`config.mk`:
```
export PLATFORM = sky130hd
export DESIGN_NAME = xnor_popcount_accum
export DESIGN_NICKNAME = d
export VERILOG_FILES = /design/src/rtl/xnorpop_pkg.sv /design/src/rtl/xnor_popcount_tree.sv /design/src/rtl/xnor_popcount_accum.sv
export SDC_FILE = /design/constraint.sdc
export NUM_CORES = 1
export LEC_CHECK = 0
export CAP_MARGIN = 20
export CORE_MARGIN = 10
export CORE_UTILIZATION = 47
export DETAILED_ROUTE_END_ITERATION = 12
export PLACE_DENSITY = 0.84
export SLEW_MARGIN = 40
export SYNTH_ARGS = -nofsm -noshare
export SYNTH_HDL_FRONTEND = slang
export SYNTH_SLANG_ARGS = --single-unit
```
`constraint.sdc`:
```
create_clock -name clk -period 2.38 [get_ports clk]
set_clock_uncertainty 0.05 [all_clocks]
set_input_delay 0.476 -clock clk [delete_from_list [all_inputs] [get_ports clk]]
set_output_delay 0.476 -clock clk [all_outputs]
set_load 0.01 [all_outputs]
```
`src/rtl/xnorpop_pkg.sv`:
```
// Shared types and width helpers for the XNOR-popcount accumulator family.
package xnorpop_pkg;

    typedef enum logic [1:0] {
        ACC,
        DRAIN,
        HOLD
    } state_e;

    // Bits needed to hold a popcount of `width` bits.
    function automatic int pop_w(int width);
        return $clog2(width + 1);
    endfunction

    // Bits needed for the accumulated sum plus one sign bit.
    function automatic int sum_w(int width, int max_beats);
        return $clog2(width * max_beats + 1) + 1;
    endfunction

endpackage

```
`src/rtl/xnor_popcount_tree.sv`:
```
// Combinational XNOR followed by a balanced binary adder tree that counts
// matching bit positions of x and y.
module xnor_popcount_tree
    import xnorpop_pkg::*;
#(
    parameter int WIDTH = 128
) (
    input  logic [WIDTH-1:0]           x,
    input  logic [WIDTH-1:0]           y,
    output logic [$clog2(WIDTH+1)-1:0] pop
);

    localparam int POP_W = pop_w(WIDTH);
    localparam int NP    = 1 << $clog2(WIDTH);

    // Leaves beyond WIDTH are zero so the tree can be a full power of two.
    logic [NP-1:0]    match;
    logic [POP_W-1:0] node [1:2*NP-1];

    assign match = NP'(~(x ^ y));

    // Heap-ordered tree: leaves at NP..2NP-1, node k sums children 2k and 2k+1.
    always_comb begin
        for (int i = 0; i < NP; i++) begin
            node[NP+i] = POP_W'(match[i]);
        end
        for (int k = NP - 1; k >= 1; k--) begin
            node[k] = node[2*k] + node[2*k+1];
        end
    end

    assign pop = node[1];

endmodule

```
`src/rtl/xnor_popcount_accum.sv`:
```
// Streaming XNOR-popcount dot-product engine. Beats are popcounted in a
// register stage, accumulated until in_last (or MAX_BEATS), then the total
// is held on a valid/ready output.
// Build option XNORPOP_SIGNED_EN: out_sum becomes the signed +/-1 dot product
// 2*acc - WIDTH*beats instead of the raw matching-bit count.
module xnor_popcount_accum
    import xnorpop_pkg::*;
#(
    parameter int WIDTH     = 128,
    parameter int MAX_BEATS = 16,
    parameter int CNT_W     = $clog2(MAX_BEATS + 1),
    parameter int SUM_W     = sum_w(WIDTH, MAX_BEATS)
) (
    input  logic             clk,
    input  logic             rst_n,
    input  logic             in_valid,
    output logic             in_ready,
    input  logic [WIDTH-1:0] in_x,
    input  logic [WIDTH-1:0] in_y,
    input  logic             in_last,
    output logic             out_valid,
    input  logic             out_ready,
    output logic [SUM_W-1:0] out_sum,
    output logic [CNT_W-1:0] out_beats,
    output logic             out_trunc
);

    localparam int POP_W = pop_w(WIDTH);
    localparam int ACC_W = SUM_W - 1;
    localparam logic [CNT_W:0] LAST_CNT = (CNT_W + 1)'(MAX_BEATS);

    state_e           state_q, state_d;
    logic [POP_W-1:0] pop, s1_pop_q;
    logic             s1_valid_q, s1_end_q;
    logic [ACC_W-1:0] acc_q, acc_d, acc_sum;
    logic [CNT_W-1:0] beat_cnt_q, beat_cnt_d;
    logic [CNT_W:0]   cnt_inc;
    logic             trunc_q, trunc_d;
    logic [SUM_W-1:0] out_sum_q, out_sum_d, result;
    logic             beat_fire, end_beat;

    xnor_popcount_tree #(
        .WIDTH (WIDTH)
    ) u_tree (
        .x   (in_x),
        .y   (in_y),
        .pop (pop)
    );

    assign in_ready  = (state_q == ACC);
    assign out_valid = (state_q == HOLD);
    assign beat_fire = in_valid & in_ready;
    assign cnt_inc   = {1'b0, beat_cnt_q} + 1'b1;
    assign end_beat  = in_last | (cnt_inc == LAST_CNT);
    assign acc_sum   = acc_q + ACC_W'(s1_pop_q);

`ifdef XNORPOP_SIGNED_EN
    // Modular SUM_W arithmetic yields the correct two's-complement value.
    assign result = {acc_sum, 1'b0} - (SUM_W'(WIDTH) * SUM_W'(beat_cnt_q));
`else
    assign result = {1'b0, acc_sum};
`endif

    // Stage 1: register the popcount of each accepted beat.
    always_ff @(posedge clk or negedge rst_n) begin
        if (!rst_n) begin
            s1_valid_q <= 1'b0;
            s1_end_q   <= 1'b0;
            s1_pop_q   <= '0;
        end else begin
            s1_valid_q <= beat_fire;
            if (beat_fire) begin
                s1_pop_q <= pop;
                s1_end_q <= end_beat;
            end
        end
    end

    // FSM, accumulator, counter and held result registers.
    always_ff @(posedge clk or negedge rst_n) begin
        if (!rst_n) begin
            state_q    <= ACC;
            acc_q      <= '0;
            beat_cnt_q <= '0;
            trunc_q    <= 1'b0;
            out_sum_q  <= '0;
        end else begin
            state_q    <= state_d;
            acc_q      <= acc_d;
            beat_cnt_q <= beat_cnt_d;
            trunc_q    <= trunc_d;
            out_sum_q  <= out_sum_d;
        end
    end

    // Next-state: accumulate beats, fold in the last stage-1 value, hold until taken.
    always_comb begin
        state_d    = state_q;
        beat_cnt_d = beat_cnt_q;
        trunc_d    = trunc_q;
        out_sum_d  = out_sum_q;
        acc_d      = s1_valid_q ? acc_sum : acc_q;
        case (state_q)
            ACC: begin
                if (beat_fire) begin
                    beat_cnt_d = beat_cnt_q + 1'b1;
                    if (end_beat) begin
                        state_d = DRAIN;
                        if (!in_last) begin
                            trunc_d = 1'b1;
                        end
                    end
                end
            end
            DRAIN: begin
                if (s1_end_q) begin
                    state_d   = HOLD;
                    out_sum_d = result;
                end
            end
            HOLD: begin
                if (out_ready) begin
                    state_d    = ACC;
                    acc_d      = '0;
                    beat_cnt_d = '0;
                    trunc_d    = 1'b0;
                    out_sum_d  = '0;
                end
            end
            default: state_d = ACC;
        endcase
    end

    assign out_sum   = out_sum_q;
    assign out_beats = beat_cnt_q;
    assign out_trunc = trunc_q;

endmodule
```
==> impl_metrics.csv, run 1 <==
group,metric,value,unit
outcome,status,"complete, but fails checks",
outcome,failed_checks,"setup timing",
clock_tree,clock-root-buffer,"clkbuf_16",
clock_tree,cts_tree,"built",
timing,timing.final.crit_period,6.95,ns
timing,max_freq,144,MHz
synth,synthXorXnorAreaFrac,15.8,%
final_layout,antennaDiodeCount,0,
floorplan,die_y,149,um
synth,netlist_area,0.00780,mm2
placed_design,routabilityCongestion,0.849,
grt,grt_max_degree,16,
timing,tightestPinTransition,0.741,ns
final_layout,final_layout_size_suffix_gt1_share,31.0,%
worst_setup_path,reg2reg_depth,6,
drt,routed_wl,21200,um
synth,synth_edf_count,0,
synth,ys_seq_elements,42,
drt,drt_pass1_iterations,4,
grt,globalRouteMet2Util,38.4,%
drt,viasPerCell,4.67,
grt,busiest_layer,"met2",
timing,setup_slack,-4.57,ns
job,cap_violations,0,
clock_tree,clk_pin_slew,0.06,ns
drt,drtAntennaViolNets,0,
final_layout,postLayoutCellArea,0.0115,mm2
synth,synthSimpleGateAreaFrac,4.51,%
timing,fin_crit_sh,292,%
synth,synth.avg_cell_area,9.88,um2
worst_setup_path,cp-endpoint,"s1_pop_q[7]",
timing,rsz0062_at_grt,"yes",
drt,wl_per_cell,16.2,um
synth,synth_top_flop_cell,"dfrtp_1",
grt,overflow,0,
worst_setup_path,path_class,"input pin to flop",
drt,vias,6133,
synth,ys_seq_area_share,13.5,%
timing,slew_violations,0,
worst_setup_path,endpoint_kind,"flop",
floorplan,fp-row-count,47,
worst_setup_path,crit_path_max_incr_delay,0.55,ns
floorplan,die_w,149,um
synth,synth_cell_types,42,
timing,maxSlewHeadroom,50.4,%
floorplan,dieArea,0.0222,mm2
synth,async_flop_share,100,%
synth,synthMuxAreaShare,0.898,%
final_layout,layout_commonest_cell,"inv_1",
synth,yosys_warnings,0,
grt,grtUsageMet1,17.7,%
drt,drtIter0Drc,195,
placed_design,dp_hpwl,19000,um
worst_setup_path,cp_data_required_time,2.52,ns
worst_setup_path,crit_slowest_cell,"fa_1",
worst_setup_path,r2r_end,"out_sum[6]",
synth,synthCells,790,
worst_setup_path,cp_max_fo,2,
worst_setup_path,worstSetupStartpointType,"input pin",
placed_design,numPortBuffers,280,
grt,use_met3,4.37,%
floorplan,ios,282,
timing,finalSetupViolations,8,
final_layout,mostFrequentLayoutCells,"inv_1 (161), fa_1 (96), xnor2_1 (88)",
final_layout,syn_to_final_growth,47.1,%
clock_tree,cts_buffers,5,
clock_tree,htree_levels,2,
synth,synth_top_family_by_area,"adder cells",
clock_tree,clock_latency,0.28,ns
final_layout,fin_nets,1576,
grt,first_global_vias,7152,
synth,synth_nets,1274,
grt,grt_antenna_before_repair,0,
synth,synthAdderAreaFrac,48.4,%
worst_setup_path,startpoint,"in_y[73]",
timing,fin_tns_setup,-33.13,ns
drt,drc_errors,0,
final_layout,n_fill_cell,1219,
worst_setup_path,arrival,7.09,ns
worst_setup_path,reg2reg_slack,0.22,ns
clock_tree,clockBufferDepth,2,
synth,synth_compound_area_share,5.68,%
grt,gr-usage-all-layers,18.3,%
placed_design,placed_area,0.0110,mm2
worst_setup_path,r2r_start,"s1_pop_q[0]",
clock_tree,cts.sinks,42,
timing,hold_viol,0,
min_path,hold_path_class,"input pin to asynchronous set/reset pin",
floorplan,core,0.0164,mm2
floorplan,floorplan.initialDensity,47.6,%
worst_setup_path,crit_chain,"dlygate4sd2_1 > xnor2_1 > ha_2 > fa_2 > fa_2 > inv_2 > fa_1 > fa_1 > fa_1 > fa_1 > inv_1 > fa_2 > inv_2 > fa_2 > fa_1 > inv_2 > ha_4 > inv_2 > fa_2 > nand2b_4 > a21oi_4 > o21a_1 > o21a_1 > o31ai_1",
grt,grt_pass1_wl,33100,um
## worst max-delay path, delay by kind of cell
| family | cells | cell delay (ns) |
|---|---|---|
| xor+xnor | 1 | 0.19 |
| fa+ha+maj | 12 | 5.13 |
| buf+inv | 6 | 0.49 |
| compound gates | 4 | 0.67 |
| simple gates | 1 | 0.15 |
## layer usage
layer	wire length, um	part of all wire, %	vias to the layer above
li1	-	-	2969
met1	6960	33	2971
met2	12700	60	175
met3	1340	6.3	18
met4	229	1.1	0
met5	0	0	-
## state kept, by name, summed over array words and instances, names as in the netlist
name	flops
out_beats	5
s1_end_q	1
acc_q	12
state_q	2
out_trunc	1
s1_pop_q	8
out_sum	12
s1_valid_q	1
## cells by family after synthesis
kind of cell | after synthesis
xor+xnor | 141
other cells | 1
flops | 42
simple gates | 74
mux | 7
compound gates | 70
buf+inv | 232
fa+ha+maj | 223
## worst min-delay path by stage
stage,end,from
finish,acc_q[9],rst_n
global route,acc_q[9],rst_n
CTS,acc_q[9],rst_n
detailed placement,acc_q[9],rst_n
global placement,acc_q[9],rst_n
floorplan,acc_q[0],rst_n
## per-stage QoR
step | instances | utilization, % | hold WS (ns) | setup slack [ns]
2_1_floorplan | 790 | - | 0.130 | -4.47
3_3_place_gp | 1302 | 67.3 | 0.335 | -5.12
3_5_place_dp | 1302 | 67.3 | 0.332 | -5.22
4_1_cts | 1311 | 68.6 | 0.0387 | -4.49
5_1_grt | 1313 | 70.0 | 0.0531 | -4.77
6_report | 1313 | 70.0 | 0.0297 | -4.57
## area by class of cell
| class | count | area (um2) | share of cell area (%) |
|---|---|---|---|
| Multi-Input combinational cell | 516 | 6650 | 58.0 |
| Timing Repair Buffer | 302 | 2490 | 21.7 |
| Sequential cell | 42 | 1050 | 9.16 |
| Inverter | 225 | 845 | 7.36 |
| Tap cell | 220 | 275 | 2.40 |
| Clock buffer | 7 | 133 | 1.16 |
| Clock inverter | 1 | 30.0 | 0.262 |
## cell usage after synthesis (2+ instances only)
| library cell | count | share of area [%] |
|---|---|---|
| o21ai_0 | 23 | 1.5 |
| a22o_1 | 7 | 0.79 |
| nand2b_1 | 3 | 0.24 |
| o211ai_1 | 3 | 0.29 |
| nand4_1 | 2 | 0.16 |
| o31ai_1 | 4 | 0.38 |
| and2_1 | 4 | 0.32 |
| nor2b_1 | 2 | 0.16 |
| fa_1 | 131 | 34 |
| ha_1 | 92 | 15 |
| a21o_1 | 2 | 0.19 |
| a211oi_1 | 4 | 0.38 |
| inv_1 | 225 | 11 |
| or3_1 | 2 | 0.16 |
| xor2_1 | 9 | 1.0 |
| a21oi_1 | 16 | 1.0 |
| o21a_1 | 4 | 0.38 |
| nor3_1 | 5 | 0.32 |
| mux2i_1 | 7 | 0.90 |
| nand3_1 | 5 | 0.32 |
| dfrtp_1 | 42 | 13 |
| nand2_1 | 28 | 1.3 |
| nor2_1 | 17 | 0.82 |
| clkbuf_1 | 4 | 0.19 |
| xnor2_1 | 132 | 15 |
## repair_timing
| item | CTS | global route |
|---|---|---|
| hold buffers | 0 | 0 |
| pin swaps | 201 | 135 |
| endpoints found under the setup margin | 8 | 11 |
| buffers inserted | 2 | 2 |
| gates resized for setup | 566 | 170 |
| cloned | 0 | 0 |
Power of run 1 is left out: the tool's default activity adds up to more than one toggle a clock period on the data nets, which glitch-free logic cannot reach.
==> run 2: changes to the inputs <==
Settings changed: PLACE_DENSITY 0.84 to 0.9, TNS_END_PERCENT set to 50.
==> run 2 against run 1 <==
Effect of this change: the flow still finishes with violations (setup timing); utilization is 1.9 points lower; die area stayed put; design area is 2.7% lower; cell count fell by 0.23%; hold slack improved by 0.015 ns; via count about the same; setup slack improved by 0.032 ns; sequential share of layout area grew 0.25 points; critical path depth grew 2; wire length down 3.2%.
==> impl_metrics.csv, run 2 (synthesis gave the netlist of run 1 again) <==
group,metric,value,unit
outcome,status,"complete, but fails checks",
outcome,failed_checks,"setup timing",
drt,drc_errors,0,
drt,viasPerCell,4.68,
floorplan,die_w,149,um
timing,hold_slack,0.0451,ns
final_layout,fin_cells,1310,
worst_setup_path,cp_max_fo,2,
drt,routed.top_layer,"met4",
min_path,hold_path_class,"input pin to asynchronous set/reset pin",
clock_tree,cts_tree,"built",
grt,grt_antenna_before_repair,1,
grt,gr-usage-all-layers,19.0,%
placed_design,numPortBuffers,280,
final_layout,mostFrequentLayoutCells,"inv_1 (186), fa_1 (117), xnor2_1 (104)",
clock_tree,clock_latency,0.29,ns
timing,hold_viol,0,
job,cap_violations,0,
final_layout,syn_to_final_growth,43.1,%
final_layout,layout_commonest_cell,"inv_1",
drt,drt_pass1_iterations,5,
worst_setup_path,cpLargestDelayFamily,"adder cells",
drt,routed_wl,20500,um
worst_setup_path,crit_slowest_cell,"fa_2",
worst_setup_path,r2r_end,"acc_q[6]",
drt,vias,6135,
worst_setup_path,arrival,7.07,ns
floorplan,core,0.0164,mm2
floorplan,dieArea,0.0222,mm2
clock_tree,cts_buffers,5,
placed_design,pre_cts_ws,-5.24,ns
timing,maxSlewHeadroom,52.0,%
worst_setup_path,cp_num_buf_inv,8,
floorplan,die_y,149,um
floorplan,floorplan.initialDensity,47.6,%
clock_tree,clock-root-buffer,"clkbuf_16",
drt,drtAntennaViolNets,0,
drt,met1_length,6920,um
floorplan,ios,282,
timing,setup_slack,-4.54,ns
grt,first_global_vias,7334,
worst_setup_path,endpoint_kind,"flop",
clock_tree,clockBufferDepth,2,
worst_setup_path,path_common_cell,"fa_1",
worst_setup_path,crit_path_max_incr_delay,0.57,ns
grt,grt_pass1_wl,34300,um
worst_setup_path,path_class,"input pin to flop",
drt,wl_per_cell,15.7,um
drt,wl_met2,11900,um
worst_setup_path,reg2reg_depth,7,
clock_tree,ctsHoldBuffers,0,
worst_setup_path,cp_data_required_time,2.53,ns
timing,finalSetupViolations,8,
drt,wl_met3,1310,um
floorplan,fp-row-count,47,
worst_setup_path,r2r_start,"s1_pop_q[0]",
clock_tree,cts.sinks,42,
timing,fin_tns_setup,-33.25,ns
timing,timing.final.crit_period,6.92,ns
drt,drtIter0Drc,173,
final_layout,fin_nets,1572,
grt,grt_max_degree,27,
timing,tightestPinTransition,0.717,ns
timing,slew_violations,0,
clock_tree,htree_levels,2,
worst_setup_path,reg2reg_slack,0.17,ns
grt,overflow,0,
placed_design,routabilityCongestion,0.830,
final_layout,final_layout_size_suffix_gt1_share,17.3,%
worst_setup_path,worstSetupStartpointType,"input pin",
clock_tree,clk_pin_slew,0.06,ns
timing,rsz0062_at_grt,"yes",
timing,max_freq,145,MHz
placed_design,dp.cells,1300,
placed_design,dp_hpwl,19100,um
timing,fin_crit_sh,291,%
==> run 2: per-stage QoR <==
step	utilization (%)	cell area (um2)
floorplan	-	7840
detailed placement	67.1	11000
global route	68.1	11200
finish	68.1	11200
global placement	67.1	11000
CTS	68.0	11200
==> run 2: worst reg2reg max path, stage by stage, from the launching register on <==
cell	delay (ns)
dfrtp_1	0.39
ha_1	0.25
fa_1	0.45
a211oi_2	0.35
o21ai_0	0.18
xor2_1	0.26
mux2i_1	0.12
nor2_1	0.11
==> run 2: what timing repair did <==
action,CTS,global route
setup endpoints to repair,8,11
setup buffers,2,0
gates cloned,0,0
resized for setup,497,5
pin swaps,197,5
==> run 2: area by class of cell <==
| class | instances | area [um2] |
|---|---|---|
| Antenna cell | 1 | 2.50 |
| Fill cell | 1216 | 5240 |
| Multi-Input combinational cell | 516 | 6200 |
| Clock inverter | 3 | 40.0 |
| Clock buffer | 5 | 125 |
| Inverter | 225 | 845 |
| Timing Repair Buffer | 298 | 2630 |
| Tap cell | 220 | 275 |
| Sequential cell | 42 | 1050 |
==> run 2: how the worst max path moves through the flow <==
stage / startpoint / to / slack (ns) / depth (start not counted)
4_1_cts: in_x[91] / s1_pop_q[7] / -4.53 / 24
5_1_grt: in_y[45] / s1_pop_q[7] / -4.83 / 28
2_1_floorplan: in_x[24] / s1_pop_q[7] / -4.48 / 25
3_5_place_dp: in_x[16] / s1_pop_q[7] / -5.24 / 26
3_3_place_gp: in_x[65] / s1_pop_q[7] / -5.13 / 26
6_report: in_x[3] / s1_pop_q[7] / -4.54 / 26
==> run 2: routing by layer <==
layer	vias to the layer above	track usage, %
li1	2963	-
met3	34	4.88
met1	2954	19.4
met5	-	0
met4	0	4.32
met2	184	37.6
Power of run 2 is left out for the same reason.
